## src/rtl/psram_pkg.sv

```systemverilog
// Shared types and constants for the PSRAM arbiter slice.
//   ADDR_W / LEN_W   : memory address and segment-length widths
//   PAGE_BYTES_DEF   : default PSRAM page size in bytes
//   MAX_BURST        : burst length encoded by vid_len == 0
//   MEM_RW_*         : mem_rw encoding
//   arb_state_e      : arbiter FSM states
package psram_pkg;

  localparam int unsigned ADDR_W         = 24;
  localparam int unsigned LEN_W          = 11;
  localparam int unsigned PAGE_BYTES_DEF = 1024;
  localparam int unsigned MAX_BURST      = 1024;

  localparam logic MEM_RW_READ  = 1'b0;
  localparam logic MEM_RW_WRITE = 1'b1;

  typedef enum logic [2:0] {
    WAIT_INIT  = 3'd0,
    IDLE       = 3'd1,
    VID_ISSUE  = 3'd2,
    VID_XFER   = 3'd3,
    HOST_ISSUE = 3'd4,
    HOST_XFER  = 3'd5,
    GAP        = 3'd6
  } arb_state_e;

endpackage

```

## src/rtl/psram_seg_calc.sv

```systemverilog
// Page-boundary segment calculator (combinational).
//   addr             : segment start byte address
//   remaining        : bytes left in the burst (1..MAX_BURST)
//   seg_len_c        : bytes that fit before the next page boundary
//   next_addr_c      : addr + seg_len_c, wrapping at 2^ADDR_W
//   next_remaining_c : remaining - seg_len_c
module psram_seg_calc
  import psram_pkg::*;
#(
  parameter int unsigned PAGE_BYTES = PAGE_BYTES_DEF
) (
  input  logic [ADDR_W-1:0] addr,
  input  logic [LEN_W-1:0]  remaining,
  output logic [LEN_W-1:0]  seg_len_c,
  output logic [ADDR_W-1:0] next_addr_c,
  output logic [LEN_W-1:0]  next_remaining_c
);

  localparam int unsigned PAGE_BITS = $clog2(PAGE_BYTES);

  logic [LEN_W-1:0] page_room;

  // Bytes from addr up to (not including) the next page boundary.
  assign page_room        = LEN_W'(PAGE_BYTES) - LEN_W'(addr[PAGE_BITS-1:0]);
  assign seg_len_c        = (remaining < page_room) ? remaining : page_room;
  assign next_addr_c      = addr + ADDR_W'(seg_len_c);
  assign next_remaining_c = remaining - seg_len_c;

endmodule

```

## src/rtl/psram_arbiter.sv

```systemverilog
// Two-requester arbiter in front of the psram controller.
//   sysclk, reset                     : clock, async active-high reset
//   vid_req/addr/len -> vid_gnt/rdata/rvalid/done : video burst reads
//   host_req/we/addr/wdata -> host_rdata/ack      : host single-byte access
//   mem_ready, mem_wreq, mem_rdata/rvalid/done    : controller status
//   mem_start/rw/addr/len/wdata                   : controller command
module psram_arbiter
  import psram_pkg::*;
#(
  parameter int unsigned PAGE_BYTES   = PAGE_BYTES_DEF,
  parameter int unsigned STARVE_LIMIT = 4,
  parameter int unsigned CE_GAP       = 2
) (
  input  logic              sysclk,
  input  logic              reset,
  input  logic              vid_req,
  input  logic [ADDR_W-1:0] vid_addr,
  input  logic [9:0]        vid_len,
  output logic              vid_gnt,
  output logic [7:0]        vid_rdata,
  output logic              vid_rvalid,
  output logic              vid_done,
  input  logic              host_req,
  input  logic              host_we,
  input  logic [ADDR_W-1:0] host_addr,
  input  logic [7:0]        host_wdata,
  output logic [7:0]        host_rdata,
  output logic              host_ack,
  input  logic              mem_ready,
  output logic              mem_start,
  output logic              mem_rw,
  output logic [ADDR_W-1:0] mem_addr,
  output logic [LEN_W-1:0]  mem_len,
  output logic [7:0]        mem_wdata,
  input  logic              mem_wreq,
  input  logic [7:0]        mem_rdata,
  input  logic              mem_rvalid,
  input  logic              mem_done
);

  localparam int unsigned GAP_W    = $clog2(CE_GAP + 1);
  localparam int unsigned STARVE_W = $clog2(STARVE_LIMIT + 1);

  arb_state_e          state, state_n;
  logic [ADDR_W-1:0]   cur_addr;
  logic [LEN_W-1:0]    remaining;
  logic [GAP_W-1:0]    gap_cnt;
  logic [STARVE_W-1:0] starve_cnt;

  logic              grant_vid, grant_host, next_seg, vid_last, host_fin, gap_end;
  logic [ADDR_W-1:0] seg_addr;
  logic [LEN_W-1:0]  seg_rem;
  logic [LEN_W-1:0]  seg_len_c;
  logic [ADDR_W-1:0] next_addr_c;
  logic [LEN_W-1:0]  next_remaining_c;

  // The controller paces write data itself; the arbiter only holds mem_wdata.
  logic unused_ok;
  assign unused_ok = &{1'b0, mem_wreq};

  psram_seg_calc #(.PAGE_BYTES(PAGE_BYTES)) u_seg_calc (
    .addr             (seg_addr),
    .remaining        (seg_rem),
    .seg_len_c        (seg_len_c),
    .next_addr_c      (next_addr_c),
    .next_remaining_c (next_remaining_c)
  );

  // Next-state, arbitration and segment-source selection.
  always_comb begin
    state_n    = state;
    grant_vid  = 1'b0;
    grant_host = 1'b0;
    next_seg   = 1'b0;
    vid_last   = 1'b0;
    host_fin   = 1'b0;
    gap_end    = 1'b0;
    seg_addr   = cur_addr;
    seg_rem    = remaining;
    case (state)
      WAIT_INIT: if (mem_ready) state_n = IDLE;
      IDLE: begin
        seg_addr = vid_addr;
        seg_rem  = (vid_len == 10'd0) ? LEN_W'(MAX_BURST) : LEN_W'(vid_len);
        if (!mem_ready) begin
          state_n = WAIT_INIT;
        end else if (vid_req && (!host_req || starve_cnt < STARVE_W'(STARVE_LIMIT))) begin
          grant_vid = 1'b1;
          state_n   = VID_ISSUE;
        end else if (host_req) begin
          grant_host = 1'b1;
          state_n    = HOST_ISSUE;
        end
      end
      VID_ISSUE: state_n = VID_XFER;
      VID_XFER: if (mem_done) begin
        state_n  = GAP;
        vid_last = (remaining == '0);
      end
      HOST_ISSUE: state_n = HOST_XFER;
      HOST_XFER: if (mem_done) begin
        state_n  = GAP;
        host_fin = 1'b1;
      end
      GAP: if (gap_cnt == GAP_W'(CE_GAP - 1)) begin
        gap_end = 1'b1;
        // vid_gnt still high here means a split burst has segments left.
        if (!mem_ready) begin
          state_n = WAIT_INIT;
        end else if (vid_gnt) begin
          next_seg = 1'b1;
          state_n  = VID_ISSUE;
        end else begin
          state_n = IDLE;
        end
      end
      default: state_n = WAIT_INIT;
    endcase
  end

  // State register and registered outputs/datapath.
  always_ff @(posedge sysclk or posedge reset) begin
    if (reset) begin
      state      <= WAIT_INIT;
      cur_addr   <= '0;
      remaining  <= '0;
      gap_cnt    <= '0;
      starve_cnt <= '0;
      vid_gnt    <= 1'b0;
      vid_rdata  <= '0;
      vid_rvalid <= 1'b0;
      vid_done   <= 1'b0;
      host_rdata <= '0;
      host_ack   <= 1'b0;
      mem_start  <= 1'b0;
      mem_rw     <= MEM_RW_READ;
      mem_addr   <= '0;
      mem_len    <= '0;
      mem_wdata  <= '0;
    end else begin
      state     <= state_n;
      mem_start <= grant_vid | grant_host | next_seg;
      vid_done  <= vid_last;
      host_ack  <= host_fin;
      gap_cnt   <= (state == GAP && !gap_end) ? gap_cnt + GAP_W'(1) : '0;

      if (grant_vid || next_seg) begin
        mem_addr  <= seg_addr;
        mem_len   <= seg_len_c;
        mem_rw    <= MEM_RW_READ;
        cur_addr  <= next_addr_c;
        remaining <= next_remaining_c;
      end
      if (grant_host) begin
        mem_addr  <= host_addr;
        mem_len   <= LEN_W'(1);
        mem_rw    <= host_we ? MEM_RW_WRITE : MEM_RW_READ;
        mem_wdata <= host_wdata;
      end

      if (grant_vid)                                  vid_gnt <= 1'b1;
      else if (vid_last || (gap_end && !mem_ready))   vid_gnt <= 1'b0;

      if (grant_vid)       starve_cnt <= host_req ? starve_cnt + STARVE_W'(1) : '0;
      else if (grant_host) starve_cnt <= '0;

      vid_rvalid <= (state == VID_XFER) && mem_rvalid;
      if (state == VID_XFER && mem_rvalid)  vid_rdata  <= mem_rdata;
      if (state == HOST_XFER && mem_rvalid) host_rdata <= mem_rdata;
    end
  end

endmodule

```

## config.mk

```make
export PLATFORM = sky130hd
export DESIGN_NAME = psram_arbiter
export DESIGN_NICKNAME = d
export VERILOG_FILES = /design/src/rtl/psram_pkg.sv /design/src/rtl/psram_seg_calc.sv /design/src/rtl/psram_arbiter.sv
export SDC_FILE = /design/constraint.sdc
export NUM_CORES = 1
export LEC_CHECK = 0
export ABC_AREA = 1
export CORE_MARGIN = 5
export CORE_UTILIZATION = 35
export CTS_CLUSTER_DIAMETER = 60
export DETAILED_ROUTE_END_ITERATION = 7
export PLACE_DENSITY = 0.6
export SKIP_CTS_REPAIR_TIMING = 1
export SLEW_MARGIN = 30
export SYNTH_ARGS = -nofsm -noshare
export SYNTH_HDL_FRONTEND = slang
export SYNTH_SLANG_ARGS = --single-unit
```

## constraint.sdc

```tcl
create_clock -name sysclk -period 7.81 [get_ports sysclk]
set_input_delay 0.781 -clock sysclk [delete_from_list [all_inputs] [get_ports sysclk]]
set_output_delay 0.781 -clock sysclk [all_outputs]
set_load 0.02 [all_outputs]
```

Word level (Yosys, flattened, before mapping). Index checks and enable logic that the tools add are counted.

Equality and inequality tests: 11. Mux-type cells: 43. Reductions and logical operators: 19. Add/sub/neg operators: 5. Bitwise operators: 2. Order comparisons: 2.

Operators with widths (count): $mux W24 (3); $mux W11 (5); $mux W3 (9); $add A24 B11 Y24 (1); $mux W1 (22); $pmux W3 S6 (1); $logic_not A11 Y1 (1); $lt A11 B11 Y1 (1); $sub A11 B10 Y11 const A (1); $sub A11 B11 Y11 (1); $logic_not A10 Y1 (1); $eq A3 B3 Y1 const B (3); $eq A3 B2 Y1 const B (2); $mux W2 (3); $reduce_bool A2 Y1 (3); $logic_and A1 B1 Y1 (5); $ne A2 B2 Y1 const B (2); $ne A4 B4 Y1 const B (1); $reduce_and A4 Y1 (1); $add A3 B1 Y3 const B (1); $eq A3 B1 Y1 const B (1); $logic_not A1 Y1 (3); $logic_not A3 Y1 (1); $logic_or A1 B1 Y1 (3); other kinds (6) (7).

Bits in registers: 108. Input bits: 83. Output and inout bits: 65. Word-level logic and storage cells: 98.

Logic depth before layout (Yosys ltp).
Depth in word-level cells: 9. Mapped depth: 35. Depth with buffers taken out: 33.

By module. Synthesis repeated with hierarchy kept, for this count alone.

Cells, all modules: 1096. Area, all modules: 7478.4 µm².

By module, submodules not included: psram_arbiter (instances 1, seq. area each 2702.6 µm², cells an instance 699, area an instance 5300.1 µm²); psram_seg_calc (instances 1, seq. area each 0.0 µm², cells an instance 397, area an instance 2178.3 µm²).

Worst setup path after synthesis. Ideal clock, no wire load.

Kind: input port to flip-flop. Start: input port vid_addr[1]. End: register cur_addr[14]. Path buffers: 1. Cell stages on the path: 25. Library setup time: 133 ps. Arrival time: 4226 ps. Slack: 3451 ps. Data required time: 7677 ps. Cell sequence: o21ai_2 > nand2_2 > nor2_4 > nand2_1 > o21ai_1 > nand2_1 > ha_1 > a21oi_1 > o21ai_0 > nor2_1 > nand2_2 > buf_4 > o21ai_1 > ha_1 > inv_1 > fa_1 > nand3b_1 > nand2_1 > a21oi_1 > o21ai_0 > nand2_1 > nand2_1 > a21oi_1 > o21ai_0 > o21ai_0.

Longest elaborated chain between the ends: 5.

Ends and longest elaborated chain: start: declaration (line psram_arbiter.sv:17) `input logic [ADDR_W-1:0] vid_addr,`; $mux W24 * (line psram_arbiter.sv:80) `case (state)`; $sub A11 B10 Y11 (line psram_seg_calc.sv:24) `assign page_room = LEN_W'(PAGE_BYTES) - LEN_W'(addr[PAGE_BITS-1:0]);`; $lt A11 B11 Y1 (line psram_seg_calc.sv:25) `assign seg_len_c = (remaining < page_room) ? remaining : page_room;`; $mux W11 (line psram_seg_calc.sv:25); $add A24 B11 Y24 * (line psram_seg_calc.sv:26) `assign next_addr_c = addr + ADDR_W'(seg_len_c);`; end signal: assignment (line psram_arbiter.sv:151) `cur_addr <= next_addr_c;`; end: declaration (line psram_arbiter.sv:45) `logic [ADDR_W-1:0] cur_addr;`.

Mark *: on every way between the ends. The rest lies on a longest branch, timed or not. A chain may end at the register's enable or synchronous reset.

Final worst setup path.
Start: register state[1]. End: register cur_addr[14].

Longest elaborated chain between the ends: 6. Elaborated cells on any way between the ends: 11. Those cells by class: add/sub: 2; order compare: 1; eq/ne: 2; mux: 5; reduce/logical: 1.

Ends and longest elaborated chain: start: declaration (line psram_arbiter.sv:44) `arb_state_e state, state_n;`; start signal: assignment (line psram_arbiter.sv:141) `state <= state_n;`; $eq A3 B1 Y1 (line psram_arbiter.sv:80); $mux W24 (line psram_arbiter.sv:80); $sub A11 B10 Y11 (line psram_seg_calc.sv:24); $lt A11 B11 Y1 (line psram_seg_calc.sv:25); $mux W11 (line psram_seg_calc.sv:25); $add A24 B11 Y24 (line psram_seg_calc.sv:26).

Parallel ways exist; a longest one is shown, timed or not.

==> impl_metrics.env <==
export IMPL_crit_arrival_ns=6.05
export IMPL_crit_fanout=24
export IMPL_fillers=1886
export IMPL_finalHoldViolCount=0
export IMPL_via_per_inst=4.83
export IMPL_hold_ws_ns=0.451
export IMPL_drc=0
export IMPL_grt_usage_pct=16.4
export IMPL_r2r_start="state[1]$_DFFE_PP0P_"
export IMPL_portBuffers=146
export IMPL_end_kind="flip-flop"
export IMPL_post_route_min_period_ns=5.84
export IMPL_yosys_area_top_type="dfrtp_1"
export IMPL_synthCells=883
export IMPL_gp_congestion=0.848
export IMPL_synth_top_area_share_pct=40.9
export IMPL_syn_area_um2=6610
export IMPL_critPathRequiredTime_ns=8.02
export IMPL_cts_max_path_buffers=2
export IMPL_synthDistinctLibCells=41
export IMPL_io_pins=148
export IMPL_root_buffer="clkbuf_16"
export IMPL_drt_pass1_iter_count=5
export IMPL_fin_area_um2=8570
export IMPL_drv_cap=0
export IMPL_nNetsFinal=1133
export IMPL_grt_max_degree=68
export IMPL_num_vias=6053
export IMPL_antenna_cells=0
export IMPL_dp_hpwl_um=12900
export IMPL_maxSlewHeadroom_pct=37.4
export IMPL_die_area_um2=21700
export IMPL_outcome="finished, final reports clean"
export IMPL_grt_pass1_vias=5726
export IMPL_crit_type="flip-flop to flip-flop"
export IMPL_synth_nets=1001
export IMPL_maxSlewViolCount=0
export IMPL_dr_wl_met3_um=922
export IMPL_fmax_ghz=0.171
export IMPL_htree_levels=3
export IMPL_syn2layout_area_growth_pct=29.6
export IMPL_dr_first_iter_drc_count=258
export IMPL_route_met2_wl_um=7780
export IMPL_synth_area_leaders="dfrtp_1, nand2_1, ha_1, inv_1, o21ai_0"
export IMPL_drt_wl_total_um=17700
export IMPL_slowest_delay_ns=0.72
export IMPL_setup_viol=0
export IMPL_rsz0062_at_grt="false"
export IMPL_period_share_pct=74.7
export IMPL_postSynthAreaPerCell_um2=7.48
export IMPL_setup_tns_ns=0
export IMPL_highest_layer="met4"
export IMPL_worstSetupStartpointType="flip-flop"
export IMPL_yosysWarnings=0
export IMPL_grt_overflow_total=0
export IMPL_crit_top_cell="nand2_1"
export IMPL_die_w_um=147
export IMPL_worstMarginPinSlew_ns=0.935
export IMPL_critPathLaunch="state[1]$_DFFE_PP0P_"
export IMPL_cp_slowest_cell="nor2_1"
export IMPL_hold_class="flip-flop to flip-flop"
export IMPL_grt_first_pass_wirelength_um=29200
export IMPL_fp_dieH_um=147
export IMPL_cts_buffers=9
export IMPL_drive_above_1_share_pct=7.55
export IMPL_route_detailed_wl_per_inst_um=14.1
export IMPL_ys_ff_latch=108
export IMPL_core_area_um2=18600
export IMPL_ant_nets=0
export IMPL_cts_clk_slew_worst_paths_ns=0.09
export IMPL_clkLatencyLatePin_ns=0.37
export IMPL_cts_sinks=108
export IMPL_cts_tree="built"
export IMPL_rows=50
export IMPL_ys_seq_area_share_pct=40.9
export IMPL_clock_skew_ns=0.0173
export IMPL_start_util_pct=35.4
export IMPL_antenna_found_initial=0
export IMPL_min_from="gap_cnt[0]$_DFF_PP0_"
export IMPL_wl_met1_um=8820
export IMPL_postPlaceCellArea_um2=8220
==> layer usage <==
| layer | global-route usage [%] | vias up |
|---|---|---|
| met1 | 23.3 | 2763 |
| met5 | 0 | - |
| li1 | - | 3135 |
| met3 | 3.43 | 14 |
| met4 | 4.19 | 0 |
| met2 | 25.5 | 141 |
==> area by class of cell <==
| class | count | area [um2] | share of cell area [%] |
|---|---|---|---|
| clock buffer | 9 | 225 | 2.63 |
| clock inverter | 7 | 91.3 | 1.07 |
| inverter | 108 | 408 | 4.76 |
| multi-input combinational | 638 | 3340 | 38.9 |
| sequential | 108 | 2700 | 31.5 |
| tap | 234 | 293 | 3.42 |
| timing repair buffer | 150 | 1510 | 17.6 |
==> state kept, by name (all words and copies together) (netlist names) <==
name        flops
vid_gnt         1
state           3
cur_addr       24
vid_done        1
host_ack        1
mem_len        11
mem_start       1
host_rdata      8
vid_rvalid      1
mem_rw          1
remaining      11
mem_addr       24
gap_cnt         2
vid_rdata       8
mem_wdata       8
starve_cnt      3
==> worst max-delay path: cells and delay by family, from the launching register on <==
family	cells	cell delay, ns
compound gates	9	1.57
fa+ha+maj	3	0.91
buf+inv	2	0.17
flops	1	0.42
simple gates	14	2.56
==> layout by cell type, fill, tap and decap left out, types with 2 or more instances in the layout <==
cell,Yosys,final
a21o_1,4,4
a21oi_1,33,33
a31oi_1,2,2
buf_4,4,3
clkbuf_16,0,9
clkdlybuf4s50_1,0,146
clkinv_4,0,3
clkinv_8,0,3
dfrtp_1,108,108
fa_1,2,2
ha_1,33,33
inv_1,95,94
inv_2,13,13
nand2_1,286,286
nand2_2,10,10
nand3_1,40,40
nand3b_1,3,3
nand4_1,8,8
nor2_1,38,37
nor2_2,6,6
nor2_4,2,3
nor3_1,7,7
nor3_2,2,2
nor4_1,2,2
o211ai_1,20,20
o21ai_0,67,67
o21ai_1,24,24
o21ai_2,7,7
o22ai_1,5,5
o31ai_1,3,3
or2_1,2,2
or2_2,13,13
xnor2_1,5,5
xor2_1,6,6
==> worst paths after layout <==
kind | end | slack, ns | depth (start not counted)
setup reg to reg | cur_addr[14]$_DFFE_PP0P_ | 1.97 | 28
max in group asynchronous | cur_addr[11]$_DFFE_PP0P_ | 5.76 | 3
setup / recovery | cur_addr[14]$_DFFE_PP0P_ | 1.97 | 28
min in group asynchronous | mem_wdata[4]$_DFFE_PP0P_ | 0.91 | 2
hold reg to reg | gap_cnt[0]$_DFF_PP0_ | 0.45 | 1
hold / removal | gap_cnt[0]$_DFF_PP0_ | 0.45 | 1
==> kinds of logic after synthesis <==
logic type	share of synthesized area [%]
multiplexers	0.151
adder cells (fa/ha/maj)	6.85
buffers and inverters	8.73
XOR/XNOR	1.46
flip-flops	40.9
AO/OA/AOI/OAI	14.7
AND/OR/NAND/NOR	27.2
==> cells in the mapped netlist, drive strengths merged <==
| cell | instances |
|---|---|
| nand2 | 296 |
| dfrtp | 108 |
| inv | 108 |
| o21ai | 98 |
| nor2 | 46 |
| nand3 | 42 |
| a21oi | 33 |
| ha | 33 |
| buf | 22 |
| o211ai | 20 |
| or2 | 15 |
| nor3 | 9 |
| nand4 | 8 |
| clkbuf | 7 |
| xor2 | 6 |
| o22ai | 5 |
| xnor2 | 5 |
| a21o | 4 |
| nand3b | 3 |
| o31ai | 3 |
| a31oi | 2 |
| fa | 2 |
| nor4 | 2 |
| a21boi | 1 |
| a22o | 1 |
| a32o | 1 |
| mux2i | 1 |
| o21a | 1 |
| o21bai | 1 |
==> per-stage QoR <==
stage          utilization (%)  setup slack [ns]  instances
2_1_floorplan                -              3.45        883
3_3_place_gp              44.1              2.06       1237
3_5_place_dp              44.1              2.04       1237
4_1_cts                   45.8              1.93       1253
5_1_grt                   46.0              1.47       1254
6_report                  46.0              1.97       1254
Power is not shown: default switching activity piles up to over one toggle a cycle in this logic, so the estimate is an artifact.
